<file path="src/rtl/pi_digit_reader.sv">
// Streams the decimal expansion of the latched L-limb fixed-point sum: the integer digit,
// then DIGITS fraction digits obtained by repeated multiply-by-10, one limb per cycle.
module pi_digit_reader #(
  parameter int L      = 10,
  parameter int N      = 10,
  parameter int DIGITS = 20
) (
  input  logic             clk,
  input  logic             rst,
  input  logic             start,
  input  logic [L*N-1:0]   sum,
  output logic             busy,
  output logic             dig_valid,
  input  logic             dig_ready,
  output logic [3:0]       digit,
  output logic [7:0]       dig_idx,
  output logic             dig_last,
  output logic             done,
  output logic             int_err
);

  localparam int KW = (L > 2) ? $clog2(L - 1) : 1;

  typedef enum logic [2:0] {IDLE, EMIT_INT, MUL, EMIT, FIN} state_t;

  state_t         state, nxt;
  logic [N-1:0]   w [L-1];
  logic [N-1:0]   ilimb;
  logic [KW-1:0]  k;
  logic [3:0]     carry;
  logic [N+3:0]   p;
  logic           xfer;
  logic           mul_last;

  assign xfer     = dig_valid & dig_ready;
  assign mul_last = (k == KW'(L - 2));
  // carry <= 9 always holds, so N+4 bits never overflow
  assign p        = (N+4)'(w[k]) * (N+4)'(10) + (N+4)'(carry);

  // Outputs decode only registered state, so dig_ready never reaches dig_valid.
  assign busy      = (state != IDLE);
  assign dig_valid = (state == EMIT_INT) || (state == EMIT);
  assign dig_last  = (state == EMIT) && (dig_idx == 8'(DIGITS));
  assign done      = (state == FIN);
  always_comb begin
    digit = 4'd0;
    if (state == EMIT_INT)  digit = int_err ? 4'hF : ilimb[3:0];
    else if (state == EMIT) digit = carry;
  end

  always_ff @(posedge clk or negedge rst) begin
    if (!rst) state <= IDLE;
    else      state <= nxt;
  end

  always_comb begin
    nxt = state;
    case (state)
      IDLE:     if (start) nxt = EMIT_INT;
      EMIT_INT: if (xfer) nxt = MUL;
      MUL:      if (mul_last) nxt = EMIT;
      EMIT:     if (xfer) nxt = dig_last ? FIN : MUL;
      FIN:      nxt = IDLE;
      default:  nxt = IDLE;
    endcase
  end

  always_ff @(posedge clk or negedge rst) begin
    if (!rst) begin
      ilimb   <= '0;
      k       <= '0;
      carry   <= '0;
      dig_idx <= '0;
      int_err <= 1'b0;
    end else begin
      case (state)
        IDLE: if (start) begin
          ilimb   <= sum[N*(L-1) +: N];
          int_err <= (sum[N*(L-1) +: N] >= N'(10));
          dig_idx <= '0;
        end
        EMIT_INT: if (xfer) begin
          k       <= '0;
          carry   <= '0;
          dig_idx <= 8'd1;
        end
        MUL: begin
          carry <= p[N+3:N];
          k     <= k + 1'b1;
        end
        EMIT: if (xfer && !dig_last) begin
          dig_idx <= dig_idx + 8'd1;
          k       <= '0;
          carry   <= '0;
        end
        default: ;
      endcase
    end
  end

  // Working buffer needs no reset: every run reloads it before use.
  always_ff @(posedge clk) begin
    if (state == IDLE && start) begin
      for (int i = 0; i < L-1; i++) w[i] <= sum[N*i +: N];
    end else if (state == MUL) begin
      w[k] <= p[N-1:0];
    end
  end

endmodule
</file>
<file path="config.mk">
export PLATFORM = sky130hd
export DESIGN_NAME = pi_digit_reader
export DESIGN_NICKNAME = d
export VERILOG_FILES = /design/src/rtl/pi_digit_reader.sv
export SDC_FILE = /design/constraint.sdc
export NUM_CORES = 1
export LEC_CHECK = 0
export BUFFER_PORTS_ARGS = -buffer_cell sky130_fd_sc_hd__buf_4
export CAP_MARGIN = 40
export CORE_MARGIN = 5
export CORE_UTILIZATION = 36
export DETAILED_ROUTE_END_ITERATION = 8
export PLACE_DENSITY = 0.64
export SLEW_MARGIN = 20
export SYNTH_ARGS = -nofsm -noshare
export SYNTH_HDL_FRONTEND = slang
export SYNTH_SLANG_ARGS = --single-unit
</file>
<file path="constraint.sdc">
create_clock -name clk -period 5.76 [get_ports clk]
set_clock_uncertainty 0.05 [all_clocks]
set_input_delay 1.152 -clock clk [delete_from_list [all_inputs] [get_ports clk]]
set_output_delay 1.152 -clock clk [all_outputs]
set_load 0.02 [all_outputs]
</file>
==> results of run 1 <==
area by class of cell:
type / instances / area, um^2 / area share
flip-flops and latches: 184 / 5406 / 0.4959
multi-input cells: 418 / 3451 / 0.3165
repair buffers: 131 / 996.0 / 0.09136
clock buffers: 17 / 425.4 / 0.03902
well taps: 330 / 412.9 / 0.03787
clock inverters: 13 / 138.9 / 0.01274
inverters: 19 / 71.32 / 0.006542
kinds of logic after synthesis:
group / share of synthesized area
flops: 0.5976
simple gates: 0.08175
compound gates: 0.08798
mux: 0.1519
buf+inv: 0.02089
fa+ha+maj: 0.03901
xor+xnor: 0.02089
worst min path at each step:
stage	to	slack, ns	depth (start not counted)
finish	ilimb[2]	0.46	1
global route	ilimb[1]	0.48	1
CTS	ilimb[2]	0.47	1
detailed placement	ilimb[3]	0.45	1
global placement	ilimb[1]	0.44	1
floorplan	carry[1]	0.43	2
Yosys cell counts, types with 3 or more instances:
master,count,share of area
xnor2_1,5,0.0048
mux2_2,20,0.025
a211oi_1,6,0.0050
a21o_1,5,0.0042
o211ai_1,6,0.0050
o21a_1,3,0.0025
a21oi_1,7,0.0039
inv_1,18,0.0075
nor3_1,8,0.0044
o21bai_1,4,0.0033
nand4_1,7,0.0048
o21ai_0,85,0.047
xor2_1,14,0.014
o21ai_1,3,0.0017
nor3b_1,3,0.0025
and2_1,10,0.0069
clkbuf_1,23,0.0095
and3_1,3,0.0021
or3_1,4,0.0028
nor2_1,19,0.0079
dfrtp_1,24,0.066
mux4_2,50,0.12
a31oi_1,3,0.0021
edfxtp_1,160,0.53
nand2_1,98,0.041
buf_1,4,0.0017
ha_1,25,0.035
per-stage QoR:
step	util	cell area, um^2
final	0.4367	10900
after global routing	0.4367	10900
after CTS	0.4367	10900
after detailed placement	0.4141	10340
after global placement	0.4141	10340
after floorplan	-	9045
layer usage:
| metal | track usage | wire length, um | share of wire |
|---|---|---|---|
| met4 | 0.04764 | 354 | 0.015 |
| met5 | 0 | 0 | 0 |
| met1 | 0.2399 | 10220 | 0.42 |
| met2 | 0.2855 | 12040 | 0.50 |
| met3 | 0.03480 | 1513 | 0.063 |
state kept, by name, indices dropped and copies added, names as in the netlist:
register	flops
state	3
ilimb	4
w	160
carry	4
k	4
int_err	1
dig_idx	8
layout by cell type, fill, tap and decap left out, types with 3 or more instances in the layout:
| cell type | n |
|---|---|
| nor3b_1 | 3 |
| o21ai_1 | 3 |
| nand4_1 | 7 |
| a21o_1 | 5 |
| xor2_1 | 14 |
| mux4_2 | 50 |
| and3_1 | 3 |
| and2_1 | 10 |
| o21a_1 | 3 |
| nor2_1 | 19 |
| or3_1 | 4 |
| mux2_2 | 20 |
| dfrtp_1 | 23 |
| clkbuf_16 | 17 |
| a21oi_1 | 7 |
| nand2_1 | 98 |
| inv_1 | 18 |
| edfxtp_1 | 160 |
| nor3_1 | 8 |
| o21bai_1 | 4 |
| o21ai_0 | 85 |
| o211ai_1 | 6 |
| buf_4 | 130 |
| a211oi_1 | 6 |
| xnor2_1 | 5 |
| ha_1 | 25 |
| a31oi_1 | 3 |
| inv_6 | 5 |
==> results.md, run 1 <==
* Outcome: complete, no violations
* Post-Syn Area at approximately 9000 um^2
* Global Route Usage Sum at 0.1746
* Drt pass-1 iters at 4
* Initial antenna violation count at 1
* CTS root buf: clkbuf_16
* Critical-path maximum fanout at 32
* Row count at 58
* Crit-path max cell delay at approximately 0.60 ns
* Worst hold start: ilimb[2]
* Die area at around 28,000 um^2
* GP Congestion at 0.8226
* Slew Limit Fails at 0
* Slowest stage cell, crit path: dfrtp_2
* Sequential area share after synthesis at 0.5976
* # hold bufs at CTS at 0
* Reg2reg start: k[0]
* Nets at approximately 900
* CTS tree: built
* DP Worst Slack at 0.9074 ns
* Async SR Flop Fraction at 0.1304
* Worst setup startpoint: k[0]
* GR Overflow Total at 0
* Max frequency at a little over 200 MHz
* Worst R2R Path Depth at 12
* Crit Path Category: reg -> reg
* Crit path required time at around 6.0 ns
* Final setup vio count at 0
* Final WS setup at between 0.9 and 1 ns
* Synth Flop Type: edfxtp_1
* Yosys cell types at between 50 and 60
* Die Span Y at about 170 um
* Clk sinks at roughly 180
* Largest net degree at the start of global routing at 45
* CP arrival at around 5.1 ns
* Port buffer count at between 100 and 150
* Final setup TNS at 0 ns
* FILL cells at 2,313
* Worst slew margin at 0.4517
* WL/cell at 21.70 um
* Hold Vio Cnt, Final at 0
* Worst Hold Class: reg -> reg
* Antenna cells at 0
* Worst path top cell family by delay: compound AO/OA/AOI/OAI gates
* FF-to-FF setup slack at between 0.9 and 1 ns
* Depth of the CTS H-tree at 4
* Die X at roughly 170 um
* Starting DRT DRC Count at 498
* CP Capture Type: flip-flop
* Net Count, Synth at between 700 and 800
* Post-cts resize count at 0
* Dpl cells at ~1,100
* Remaining antenna violation count at 0
* Clock transition at path regs at 0.07 ns
* Vias post-DR at 5,943
* Core Area at approximately 25,000 um^2
* Max-cap violations at 0
* # IOs at 121
* Worst skew pair latency at roughly 0.44 ns
* Startpoint Class: flip-flop
* Post-CTS setup buffers at 0
* Avg Vias per Cell at about 5.3
* Hold Slack at ~0.46 ns
* Layout area overhead at 20.53%
* EDFF count, synth at 160
* Longest Clk Path Bufs at 2
* Final period util at 0.8423
* Post-Route WL at between 20 and 25 mm
* FF+latch count, synth at 184
* CP Depth at 12
* Worst slew pin tran at 0.8204 ns
* Syn avg cell area at around 14 um^2
* Num CTS Buffers at 17
* Yosys warning total at 0
* RSZ-0062 raised after global routing: no
* WP buf/inv at 1
* Reg-to-Reg End: carry[2]
* Final HPWL DP at about 17 mm
* CP Cell Sequence: buf_12 > mux4_2 > mux4_2 > ha_1 > ha_1 > fa_1 > a211o_1 > a211oi_1 > o221ai_1 > nor4_1 > xnor3_1 > a22o_1
* DRC Markers at 0
* First-pass GRT wire length at between 30 and 40 mm
* Post-layout min period at between 4 and 5 ns
* Layout Cells excl Fill at 1,112
* Vias in the first global route at ~6,000
* Initial Util at 0.3623
* Critical path destination: carry[2]
* Share of layout cells above drive strength 1 at 0.2980
* Gate Count Post-Synth at 650
Power of run 1 is not shown: default switching activity piles up to over one toggle a cycle in this logic, so the estimate is an artifact.
==> run 2: changes to the inputs <==
--- a/config.mk
+++ b/config.mk
@@ -10,7 +10,7 @@
 export CORE_MARGIN = 5
 export CORE_UTILIZATION = 36
 export DETAILED_ROUTE_END_ITERATION = 8
-export PLACE_DENSITY = 0.64
+export PLACE_DENSITY = 0.66
 export SLEW_MARGIN = 20
 export SYNTH_ARGS = -nofsm -noshare
 export SYNTH_HDL_FRONTEND = slang
==> constraint.sdc (replaced) <==
create_clock -name clk -period 4.4 [get_ports clk]
set_clock_uncertainty 0.05 [all_clocks]
set_input_delay 0.88 -clock clk [delete_from_list [all_inputs] [get_ports clk]]
set_output_delay 0.88 -clock clk [all_outputs]
set_load 0.02 [all_outputs]
==> run 2 against run 1 <==
  * Non-clock buffer count increased by 29
  * Wire length increased by 3.7%
  * Final area increased by 4.2%
  * Sequential share of layout area decreased by 2.0 points
  * Register-to-register slack got worse by 0.89 ns
  * Critical path type unchanged
  * Critical endpoint is now w[12][9]
==> results.md, run 2 (synthesized netlist as in run 1, its figures left out) <==
* # IOs at 121 (unchanged)
* Share of layout cells above drive strength 1 at 0.3469 (+0.04891)
* Crit path required time at 4.52 ns (-1.51 ns)
* Worst R2R Path Depth at 15 (+3)
* GR Overflow Total at 0 (unchanged)
* Reg-to-Reg End: w[12][9]
* Critical-path maximum fanout at 7 (-78%)
* Startpoint Class: flip-flop
* Final period util at 0.9958 (+0.1535)
* FF-to-FF setup slack at 0.02 ns (-0.89 ns)
* Layout area overhead at 25.55%
* Critical path destination: w[12][9]
* Drt pass-1 iters at 5 (+1)
* Longest Clk Path Bufs at 2 (unchanged)
* Post-Route WL at 25.01 mm (+3.7%)
* Die Span Y at 168.5 um (unchanged)
* DRC Markers at 0 (unchanged)
* Worst slew margin at 0.4888 (+0.03703)
* Post-layout min period at 4.382 ns (-0.4703 ns)
* Final HPWL DP at 17.89 mm (+4.0%)
* Clock transition at path regs at 0.08 ns (about the same)
* Max-cap violations at 0 (unchanged)
* Vias post-DR at 6,187 (+4.1%)
* First-pass GRT wire length at 36.59 mm (-1.0%)
* Global Route Usage Sum at 0.1736 (-0.0009568)
* Nets at 931 (+3.2%)
* Hold Vio Cnt, Final at 0 (unchanged)
* Final setup vio count at 0 (unchanged)
* Row count at 58 (unchanged)
* Worst setup startpoint: k[0]
* Reg2reg start: k[0]
* WL/cell at 21.88 um (+0.84%)
* Vias in the first global route at 6,212 (+1.7%)
* Worst skew pair latency at 0.44 ns (about the same)
* Num CTS Buffers at 17 (unchanged)
* Port buffer count at 120 (unchanged)
* Post-Route Utilization at 0.4549 (+0.01819)
* CTS root buf: clkbuf_16
* CP Capture Type: flip-flop
* Clk sinks at 184 (unchanged)
* Remaining antenna violation count at 0 (unchanged)
* Worst Hold Class: in -> async
* Reg with most FFs: w
* Antenna cells at 0 (unchanged)
* GP Congestion at 0.8635 (+5.0%)
* Max frequency at 228.2 MHz (+11%)
* Die X at 168.5 um (unchanged)
* Final setup TNS at 0 ns (unchanged)
* Worst slew pin tran at 0.7650 ns (-0.05541 ns)
* Starting DRT DRC Count at 600 (+20%)
* Slew Limit Fails at 0 (unchanged)
* Regs by FF count: w x160, dig_idx x8
* Avg Vias per Cell at 5.413 (+1.3%)
* Depth of the CTS H-tree at 4 (unchanged)
* Core Area at 24,960 um^2 (unchanged)
* Largest net degree at the start of global routing at 28 (-38%)
* Max reg flops at 160 (unchanged)
* Die area at 28,400 um^2 (unchanged)
* CTS tree: built
* CP arrival at 4.50 ns (-0.62 ns)
* Commonest cells after routing, fill and taps aside: 160 x edfxtp_1, 152 x buf_4, 98 x nand2_1
* # hold bufs at CTS at 0 (unchanged)
* Initial antenna violation count at 0 (-1)
* Outcome: complete, no violations
* Most common cell after layout, fill and taps aside: edfxtp_1
* Crit Path Category: reg -> reg
* FILL cells at 2,251 (-2.7%)
* Initial Util at 0.3623 (unchanged)
-- run 2: cell count changes in the layout (fill, tap and decap cells not counted), moves of 3 or more --
cell	before	now
o21ai_1	3	6
buf_6	0	4
clkinv_8	1	4
buf_4	130	152
ha_1	25	22
o21ai_0	85	82
-- run 2: area by class of cell --
cell class / instances / area [um^2] / area share
clock buffer: 19 / 432.9 / 0.03812
clock inverter: 13 / 201.4 / 0.01774
inverter: 19 / 75.07 / 0.006611
multi-input combinational: 418 / 3566 / 0.3140
sequential: 184 / 5406 / 0.4761
tap: 330 / 412.9 / 0.03636
timing repair buffer: 160 / 1261 / 0.1111
-- run 2: critical path, cell delays in order (launching register included) --
cell	delay (ns)
dfrtp_2	0.40
buf_12	0.14
buf_6	0.15
buf_4	0.18
mux4_2	0.55
mux4_2	0.53
ha_1	0.32
ha_1	0.32
buf_4	0.16
o21ai_1	0.26
o2111ai_2	0.15
or2_1	0.29
xnor2_2	0.16
buf_6	0.16
buf_8	0.14
clkinvlp_4	0.14
-- run 2: worst min-delay path by stage --
stage / end / slack [ns] / depth (start not counted)
3_3_place_gp: ilimb[3] / 0.44 / 1
6_report: dig_idx[6] / 0.29 / 1
5_1_grt: dig_idx[6] / 0.30 / 1
3_5_place_dp: ilimb[1] / 0.45 / 1
2_1_floorplan: carry[1] / 0.43 / 2
4_1_cts: dig_idx[6] / 0.29 / 1
-- run 2: stage by stage --
stage | std cells | worst slack [ns] | hold WS, ns | instance area [um^2]
floorplan | 650 | 0.0002145 | 0.4278 | 9055
global placement | 1101 | 0.1057 | 0.4397 | 10510
detailed placement | 1101 | 0.05331 | 0.4479 | 10510
CTS | 1133 | 0.03147 | 0.2929 | 11140
global route | 1143 | -0.1098 | 0.3046 | 11360
finish | 1143 | 0.01849 | 0.2912 | 11360
-- run 2: per-layer routing --
metal,share of wire,track usage
met1,0.41,0.2299
met2,0.50,0.2870
met3,0.074,0.03877
met4,0.023,0.05505
met5,0,0
-- run 2: timing repair --
item | in CTS | in global routing
resized for setup | 0 | 34
setup endpoints to repair | 0 | 34
buffers inserted | 0 | 9
Power of run 2 is left out for the same reason.
